`src/rtl/nvram_upload_pkg.sv`:
```
// Shared types and constants for the NVRAM/hiscore upload reader.
package nvram_upload_pkg;

  localparam int unsigned IOCTL_ADDR_W  = 25;
  localparam int unsigned LAT_W         = 3;
  localparam logic [7:0]  FILL_BYTE     = 8'hFF;
  localparam logic [7:0]  UPL_INDEX_DEF = 8'd4;

  typedef enum logic [2:0] {
    IDLE,
    WAIT_PAUSE,
    ISSUE,
    LATENCY,
    DONE
  } state_t;

endpackage

```
`src/rtl/nvram_dirty_tracker.sv`:
```
// Tracks whether the NVRAM region has unsaved writes and raises a one-cycle
// autosave upload request on each OSD-open edge while the region is dirty.
module nvram_dirty_tracker (
  input  logic clk,
  input  logic I_RESETn,
  input  logic sel,
  input  logic ioctl_upload,
  input  logic dirty_set,
  input  logic autosave,
  input  logic osd_open,
  output logic ioctl_upload_req
);

  logic dirty;
  logic sess_q;
  logic osd_q;
  logic session_end;
  logic osd_rise;

  // A selected session ends when the upload flag drops after sel was seen.
  assign session_end = sess_q & ~ioctl_upload;
  assign osd_rise    = osd_open & ~osd_q;

  always_ff @(posedge clk or negedge I_RESETn) begin
    if (!I_RESETn) begin
      dirty            <= 1'b0;
      sess_q           <= 1'b0;
      osd_q            <= 1'b0;
      ioctl_upload_req <= 1'b0;
    end else begin
      sess_q           <= sel | (sess_q & ioctl_upload);
      // A new write landing on the clearing cycle must not be lost.
      dirty            <= dirty_set | (dirty & ~session_end);
      osd_q            <= osd_open;
      ioctl_upload_req <= osd_rise & autosave & dirty & ~ioctl_upload;
    end
  end

endmodule

```
`src/rtl/nvram_upload_reader.sv`:
```
// Serves HPS upload reads of the NVRAM region: pauses the CPU, fetches one
// byte per read strobe through the shared RAM port and holds the HPS with wait.
module nvram_upload_reader
  import nvram_upload_pkg::*;
#(
  parameter int unsigned ADDR_W    = 16,
  parameter int unsigned LEN_W     = 10,
  parameter int unsigned RAM_LAT   = 2,
  parameter logic [7:0]  UPL_INDEX = UPL_INDEX_DEF
) (
  input  logic                    clk,
  input  logic                    I_RESETn,
  input  logic                    ioctl_upload,
  input  logic                    ioctl_rd,
  input  logic [7:0]              ioctl_index,
  input  logic [IOCTL_ADDR_W-1:0] ioctl_addr,
  output logic [7:0]              ioctl_din,
  output logic                    ioctl_wait,
  output logic                    ioctl_upload_req,
  input  logic [ADDR_W-1:0]       base_addr,
  input  logic [LEN_W-1:0]        length,
  output logic [ADDR_W-1:0]       mem_addr,
  output logic                    mem_rd,
  input  logic [7:0]              mem_din,
  output logic                    pause_req,
  input  logic                    paused,
  input  logic                    dirty_set,
  input  logic                    autosave,
  input  logic                    osd_open
);

  localparam logic [LAT_W-1:0] LAT_LOAD   = LAT_W'(RAM_LAT - 1);
  localparam logic             SINGLE_LAT = (RAM_LAT <= 1);

  state_t             state;
  state_t             state_nxt;
  logic [LAT_W-1:0]   lat_cnt;
  logic [LAT_W-1:0]   lat_cnt_nxt;
  logic [7:0]         din_nxt;
  logic [ADDR_W-1:0]  mem_addr_nxt;
  logic               mem_rd_nxt;
  logic               pause_nxt;

  logic sel;
  logic accept;
  logic in_range;
  logic lat_last;

  assign sel      = ioctl_upload & (ioctl_index == UPL_INDEX) & (length != '0);
  assign accept   = sel & ioctl_rd & (state == IDLE);
  assign in_range = ioctl_addr < IOCTL_ADDR_W'(length);
  assign lat_last = lat_cnt <= LAT_W'(1);

  // Wait must already be high in the strobe cycle itself.
  assign ioctl_wait = accept | (state != IDLE);

  // State register.
  always_ff @(posedge clk or negedge I_RESETn) begin
    if (!I_RESETn) begin
      state <= IDLE;
    end else begin
      state <= state_nxt;
    end
  end

  // Next-state logic.
  always_comb begin
    state_nxt = state;
    case (state)
      IDLE: begin
        if (accept) begin
          state_nxt = in_range ? WAIT_PAUSE : DONE;
        end
      end
      WAIT_PAUSE: begin
        if (paused) begin
          state_nxt = ISSUE;
        end
      end
      ISSUE: begin
        state_nxt = SINGLE_LAT ? DONE : LATENCY;
      end
      LATENCY: begin
        if (lat_last) begin
          state_nxt = DONE;
        end
      end
      DONE: begin
        state_nxt = IDLE;
      end
      default: begin
        state_nxt = IDLE;
      end
    endcase
  end

  // Output and datapath next values.
  always_comb begin
    din_nxt      = ioctl_din;
    mem_addr_nxt = mem_addr;
    mem_rd_nxt   = 1'b0;
    lat_cnt_nxt  = lat_cnt;
    // Hold the CPU until the session is over and any fetch in flight is done.
    pause_nxt    = sel | (pause_req & (ioctl_upload | (state != IDLE)));
    case (state)
      IDLE: begin
        if (accept) begin
          if (in_range) begin
            mem_addr_nxt = base_addr + ADDR_W'(ioctl_addr[LEN_W-1:0]);
          end else begin
            din_nxt = FILL_BYTE;
          end
        end
      end
      WAIT_PAUSE: begin
        mem_rd_nxt = paused;
      end
      ISSUE: begin
        lat_cnt_nxt = LAT_LOAD;
        if (SINGLE_LAT) begin
          din_nxt = mem_din;
        end
      end
      LATENCY: begin
        lat_cnt_nxt = lat_last ? '0 : (lat_cnt - LAT_W'(1));
        if (lat_last) begin
          din_nxt = mem_din;
        end
      end
      default: begin
      end
    endcase
  end

  // Registered outputs and latency counter.
  always_ff @(posedge clk or negedge I_RESETn) begin
    if (!I_RESETn) begin
      ioctl_din <= '0;
      mem_addr  <= '0;
      mem_rd    <= 1'b0;
      pause_req <= 1'b0;
      lat_cnt   <= '0;
    end else begin
      ioctl_din <= din_nxt;
      mem_addr  <= mem_addr_nxt;
      mem_rd    <= mem_rd_nxt;
      pause_req <= pause_nxt;
      lat_cnt   <= lat_cnt_nxt;
    end
  end

  nvram_dirty_tracker u_dirty (
    .clk              (clk),
    .I_RESETn         (I_RESETn),
    .sel              (sel),
    .ioctl_upload     (ioctl_upload),
    .dirty_set        (dirty_set),
    .autosave         (autosave),
    .osd_open         (osd_open),
    .ioctl_upload_req (ioctl_upload_req)
  );

endmodule

```
`config.mk`:
```
export PLATFORM = sky130hd
export DESIGN_NAME = nvram_upload_reader
export DESIGN_NICKNAME = d
export VERILOG_FILES = /design/src/rtl/nvram_upload_pkg.sv /design/src/rtl/nvram_dirty_tracker.sv /design/src/rtl/nvram_upload_reader.sv
export SDC_FILE = /design/constraint.sdc
export NUM_CORES = 1
export LEC_CHECK = 0
export ABC_AREA = 0
export CAP_MARGIN = 10
export CORE_ASPECT_RATIO = 1.1
export CORE_UTILIZATION = 25
export CTS_CLUSTER_SIZE = 30
export DETAILED_ROUTE_END_ITERATION = 8
export MAX_ROUTING_LAYER = met4
export PLACE_DENSITY = 0.56
export SYNTH_ARGS = -nofsm -noshare
export SYNTH_HDL_FRONTEND = slang
export SYNTH_HIERARCHICAL = 1
export SYNTH_SLANG_ARGS = --single-unit
```
`constraint.sdc`:
```
create_clock -name clk -period 2.7 [get_ports clk]
set_input_delay 0.27 -clock clk [delete_from_list [all_inputs] [get_ports clk]]
set_output_delay 0.27 -clock clk [all_outputs]
set_load 0.02 [all_outputs]
```
After elaboration in Yosys (flattened, before gate mapping)
Index checks and enable logic that the tools add are counted.
{"block": "totals", "reg_bits": 36, "inputBits": 75, "output_inout_bits": 28, "elab_cells": 62}
{"block": "classes", "n_addsub": 2, "magnitude_cmp": 2, "n_eq_ne": 8, "muxes": 12, "bitwise": 20, "reduce_logical": 8}
{"cell": "$lt A25 B10 Y1", "n": 1}
{"cell": "$mux W8", "n": 3}
{"cell": "$add A16 B10 Y16", "n": 1}
{"cell": "$pmux W8 S2", "n": 1}
{"cell": "$mux W3", "n": 5}
{"cell": "$and A1 B1 Y1", "n": 12}
{"cell": "$pmux W3 S4", "n": 1}
{"cell": "$reduce_bool A10 Y1", "n": 1}
{"cell": "$eq A8 B3 Y1 const B", "n": 1}
{"cell": "$ne A2 B2 Y1 const B", "n": 4}
{"cell": "$eq A3 B2 Y1 const B", "n": 2}
{"cell": "$pmux W3 S2", "n": 1}
{"cell": "$reduce_and A3 Y1", "n": 2}
{"cell": "$or A1 B1 Y1", "n": 5}
{"cell": "$reduce_and A4 Y1", "n": 1}
{"cell": "$reduce_bool A2 Y1", "n": 2}
{"cell": "$eq A3 B1 Y1 const B", "n": 1}
{"cell": "$le A3 B1 Y1 const B", "n": 1}
{"cell": "$logic_not A3 Y1", "n": 1}
{"cell": "$not A1 Y1", "n": 3}
{"cell": "$reduce_bool A3 Y1", "n": 1}
{"cell": "$sub A3 B1 Y3 const B", "n": 1}
{"cell": "$mux W1", "n": 1}

Depth between registers and ports, before layout
Gate-level depths: netlist of run 1.
{"block": "logic_depth", "ltp_word": 7, "depth_mapped": 9, "mapped_depth_nobuf": 9}

Cells and area by module
Netlist of run 1, hierarchy kept.
{"module": "nvram_upload_reader", "instances": 1, "cells_per_inst": 232, "area_each_um2": 2259.7, "seq_area_each_um2": 800.8}
{"module": "nvram_dirty_tracker", "instances": 1, "cells_per_inst": 9, "area_each_um2": 135.1, "seq_area_each_um2": 100.1}

Least setup slack after synthesis of run 1
No wires, ideal clock.
{"block": "synth_timing", "kind": "input-to-reg", "from": "in length[2]", "to": "reg mem_addr[10]", "setup_time_ns": 0.125, "arrival_ns": 1.982, "required_time_ns": 2.575, "slack_ns": 0.593, "cell_stages": 9, "n_path_buf": 1, "path_cell_list": "inv_1 ha_1 a21oi_1 o21ai_0 a41oi_1 a21oi_1 nor3_4 buf_6 mux2_2"}
{"block": "synth_via", "elab_chain_cells": 5, "word_cells_on_any_way": 6, "cone_classes": "1 x order compare; 3 x bitwise; 2 x reduce/logical"}
{"item": "from (decl)", "line_no": "nvram_upload_reader.sv:21", "source": "input logic [LEN_W-1:0] length,"}
{"item": "parallel branches: the longest is 4 deep, another holds $lt A25 B10 Y1"}
{"item": "$reduce_and A3 Y1 (no source line) (*)"}
{"item": "to (signal assigned)", "line_no": "nvram_upload_reader.sv:145", "source": "mem_addr <= mem_addr_nxt;"}
{"item": "to (decl)", "line_no": "nvram_upload_reader.sv:22", "source": "output logic [ADDR_W-1:0] mem_addr,"}
Mark *: on every way between the ends.
A chain may end at the register's enable or synchronous reset.

Worst setup path after layout of run 1
{"block": "layout_timing", "from": "in ioctl_index[5]", "to": "out ioctl_wait"}
{"block": "layout_via", "elab_chain_cells": 6}
{"item": "from (decl)", "line_no": "nvram_upload_reader.sv:15", "source": "input logic [7:0] ioctl_index,"}
{"item": "$eq A8 B3 Y1", "line_no": "nvram_upload_reader.sv:49", "source": "assign sel = ioctl_upload & (ioctl_index == UPL_INDEX) & (length != '0);"}
{"item": "$and A1 B1 Y1 (2 in a row)", "line_no": "nvram_upload_reader.sv:49"}
{"item": "via sel", "line_no": "nvram_upload_reader.sv:44", "source": "logic sel;"}
{"item": "$and A1 B1 Y1 (2 in a row)", "line_no": "nvram_upload_reader.sv:50", "source": "assign accept = sel & ioctl_rd & (state == IDLE);"}
{"item": "$or A1 B1 Y1", "line_no": "nvram_upload_reader.sv:55", "source": "assign ioctl_wait = accept | (state != IDLE);"}
{"item": "to (decl)", "line_no": "nvram_upload_reader.sv:18", "source": "output logic ioctl_wait,"}
The timed path passes the listed nets, and every way through them passes these cells.

==> results of run 1 <==
[power groups by stage]
stage / clock network [mW] / registers (mW) / logic [mW]
3_5_place_dp: 0 / 0.562 / 0.355
3_3_place_gp: 0 / 0.562 / 0.353
4_1_cts: 0.412 / 0.551 / 0.357
6_report: 0.391 / 0.551 / 0.352
2_1_floorplan: 0 / 0.570 / 0.153
5_1_grt: 0.430 / 0.552 / 0.389
[through the flow]
step / cell area [um2] / util, % / setup WS (ps)
detailed placement: 3630 / 38.9 / 3.92
global route: 3720 / 39.8 / 44.8
floorplan: 2390 / - / 593
finish: 3720 / 39.8 / 268
global placement: 3630 / 38.9 / 31.6
CTS: 3720 / 39.8 / 241
[logic make-up (layout without fill, tap and decap cells)]
kind of cell / after synthesis / in the layout / synth area share, %
adders and majority gates: 22 / 22 / 11.8
xor gates and xnor gates: 10 / 10 / 3.66
and+or+nand+nor: 69 / 69 / 16.0
AOI/OAI and AO/OA: 68 / 68 / 19.6
DFF: 36 / 36 / 37.6
muxes: 16 / 16 / 7.47
buffers and inverters: 20 / 139 / 3.76
[metal layers]
layer / GRT usage (%) / vias to the layer above / part of all wire, %
met5: - / - / 0
met1: 15.3 / 1080 / 41
met2: 25.4 / 57 / 51
met3: 3.06 / 13 / 5.3
li1: - / 1134 / -
met4: 5.09 / 0 / 2.2
[synthesized netlist by cell type (all sizes together) (2+ instances only)]
cell     number
a21o          7
a21oi        17
a311o         2
a41oi         2
and2          2
and3          2
buf           2
dfrtp        36
ha           21
inv          17
mux2         15
nand2        15
nand2b        7
nand3         4
nand4         2
nor2         12
nor2b         3
nor3          9
nor3b         2
nor4          6
o2111ai       2
o211ai        5
o21ai        15
o22a          8
o31ai         2
or3           2
xnor2         7
xor2          3
[state kept, by name, summed over array words and instances, names as in the netlist]
name                      flops
ioctl_din                     8
lat_cnt                       3
mem_addr                     16
mem_rd                        1
pause_req                     1
state                         3
u_dirty/dirty                 1
u_dirty/ioctl_upload_req      1
u_dirty/osd_q                 1
u_dirty/sess_q                1
[path summary, 6_finish.rpt]
| check | to | slack, ps | start | cells after the start |
|---|---|---|---|---|
| max | ioctl_wait | 270 | ioctl_index[5] | 6 |
| min | mem_addr[1] | 60 | I_RESETn | 1 |
| max reg2reg | mem_addr[4] | 810 | state[2] | 5 |
| min reg2reg | u_dirty/ioctl_upload_req | 480 | u_dirty/osd_q | 2 |
| max in group asynchronous | mem_addr[8] | 2110 | I_RESETn | 1 |
| min in group clk | u_dirty/osd_q | 470 | osd_open | 1 |
[cell type report]
type                            count  area share [%]
Clock inverter                      3           0.504
Tap cell                          117            3.93
Multi-Input combinational cell    185            37.7
Clock buffer                        5            1.85
Sequential cell                    36            24.2
Timing Repair Buffer              114            30.1
Inverter                           17            1.71
[cell usage in the layout, fill, tap and decap left out, types with 5 or more instances in the layout]
cell and count:
nor3_1 7, nand2b_1 7, a21oi_1 17, dfrtp_1 36, xnor2_1 7, buf_4 11
clkbuf_8 5, o21ai_0 14, nand2_1 15, o22a_1 8, clkdlybuf4s50_1 101, nor2_1 12
nor4_1 6, mux2_2 14, a21o_1 6, ha_1 21, inv_1 17
[critical path, stage by stage]
cell             delay [ps]
clkdlybuf4s50_1         400
nor4_1                  270
nand4_1                 170
a41oi_1                 250
a21bo_2                 190
clkdlybuf4s50_1         610
==> results.yml, run 1 <==
drt:
  wl_per_cell_um: 13.8
  ant_nets: 0
  drcViolationCount: 0
  drt-initial-drc-count: 44
  dr.pass1.iters: 4
  viasPerCell: 4.79
  num_vias: 2284
  wirelength_mm: 6.57
placement:
  hpwlAfterDp_mm: 5.35
  gp_congestion: 0.758
  dp_cells: 469
  numPortBuffers: 102
synth:
  yosys.area.top_type: "dfrtp_1"
  synthTopCellsByArea: "dfrtp_1, ha_1, mux2_2"
  ys_warn_count: 6
  ys.flop_type: "dfrtp_1"
  syn-num-nets: 338
  ys_types: 50
  syn_area_mm2: 0.00239
  seq_area_frac_synth_pct: 37.6
  synth_edf_count: 0
  syn_inst: 241
  synth_area_per_cell_um2: 9.94
  synth-seq-cells: 36
  async_flop_share_pct: 100
  yosys.area.top_type_share_pct: 37.6
power:
  ir_drop_mv: 0.150
  sw_frac_of_total_pct: 28.5
  finalPower_mw: 1.29
  pwr-share-clk_pct: 30.2
  power.switching_mw: 0.368
  pwr-share-comb_pct: 27.2
  seqPwrFrac_pct: 42.6
  p_per_area_mw_per_mm2: 348
  internal_power_mw: 0.926
  static-leakage-power_nw: 1.63
die:
  die_w_um: 95.3
  io_pins: 103
  start_util_pct: 25.6
  design.die.area_mm2: 0.00998
  die_h_um: 105
  core_area_mm2: 0.00935
  fp-row-count: 37
sta:
  timing.fmax_mhz: 411
  period_minus_slack_ps: 2430
  slew_violations: 0
  fin_skew_ps: 9.25
  setup_tns_ps: 0
  setup_viol: 0
  fin_crit_sh_pct: 90.1
  tightest_slew_ps: 821
  rsz0062_at_grt: "false"
  whs_ps: 63.7
  maxSlewHeadroom_pct: 45.2
  hold_violations: 0
clock_network:
  clock_latency_ps: 290
  root_buffer: "clkbuf_8"
  numCtsBuffers: 5
  cts_max_level: 2
  clk_pin_slew_ps: 80
  ctsResizeCount: 0
  cts_tree: "yes"
  cts.sinks: 36
  cts_setup_buffers: 0
  clock_path_buffers: 2
  postCtsHoldBufs: 0
critical_path:
  worstPathArrival_ps: 2160
  worst-path-max-fanout: 2
  cp-end-kind: "output port"
  startpoint_type: "input pin"
  path_class: "input pin to output port"
  worstPathRequired_ps: 2430
global_route:
  grt_pass1_wl_mm: 10.8
  grt_max_degree: 37
  grt_pass1_vias: 2386
  grt_overflow: 0
  grtUsageTotal_pct: 14.3
  antenna_found_initial: 0
layout:
  seq_area_um2: 901
  fillers: 932
  stdcell_count: 477
  multi_input_area_mm2: 0.00140
  drive_gt1_share_pct: 12.2
  final_nets: 456
  syn_to_final_growth_pct: 55.4
  num_antenna_cells: 0
flow_run:
  maxCapViolations: 0
worst_hold_path:
  hold_class: "input pin to async pin"
outcome:
  status: "completed"
(Power assumes the default switching activity.)
==> run 2, diff against run 1 <==
--- a/config.mk
+++ b/config.mk
@@ -9,7 +9,7 @@
 export CAP_MARGIN = 10
 export CORE_ASPECT_RATIO = 1.1
 export CORE_UTILIZATION = 25
-export CTS_CLUSTER_SIZE = 30
+export CTS_CLUSTER_SIZE = 40
 export DETAILED_ROUTE_END_ITERATION = 8
 export MAX_ROUTING_LAYER = met4
 export PLACE_DENSITY = 0.56
==> results of run 2 <==
Same layout as run 1: the final DEF is identical, and so are final timing and power.
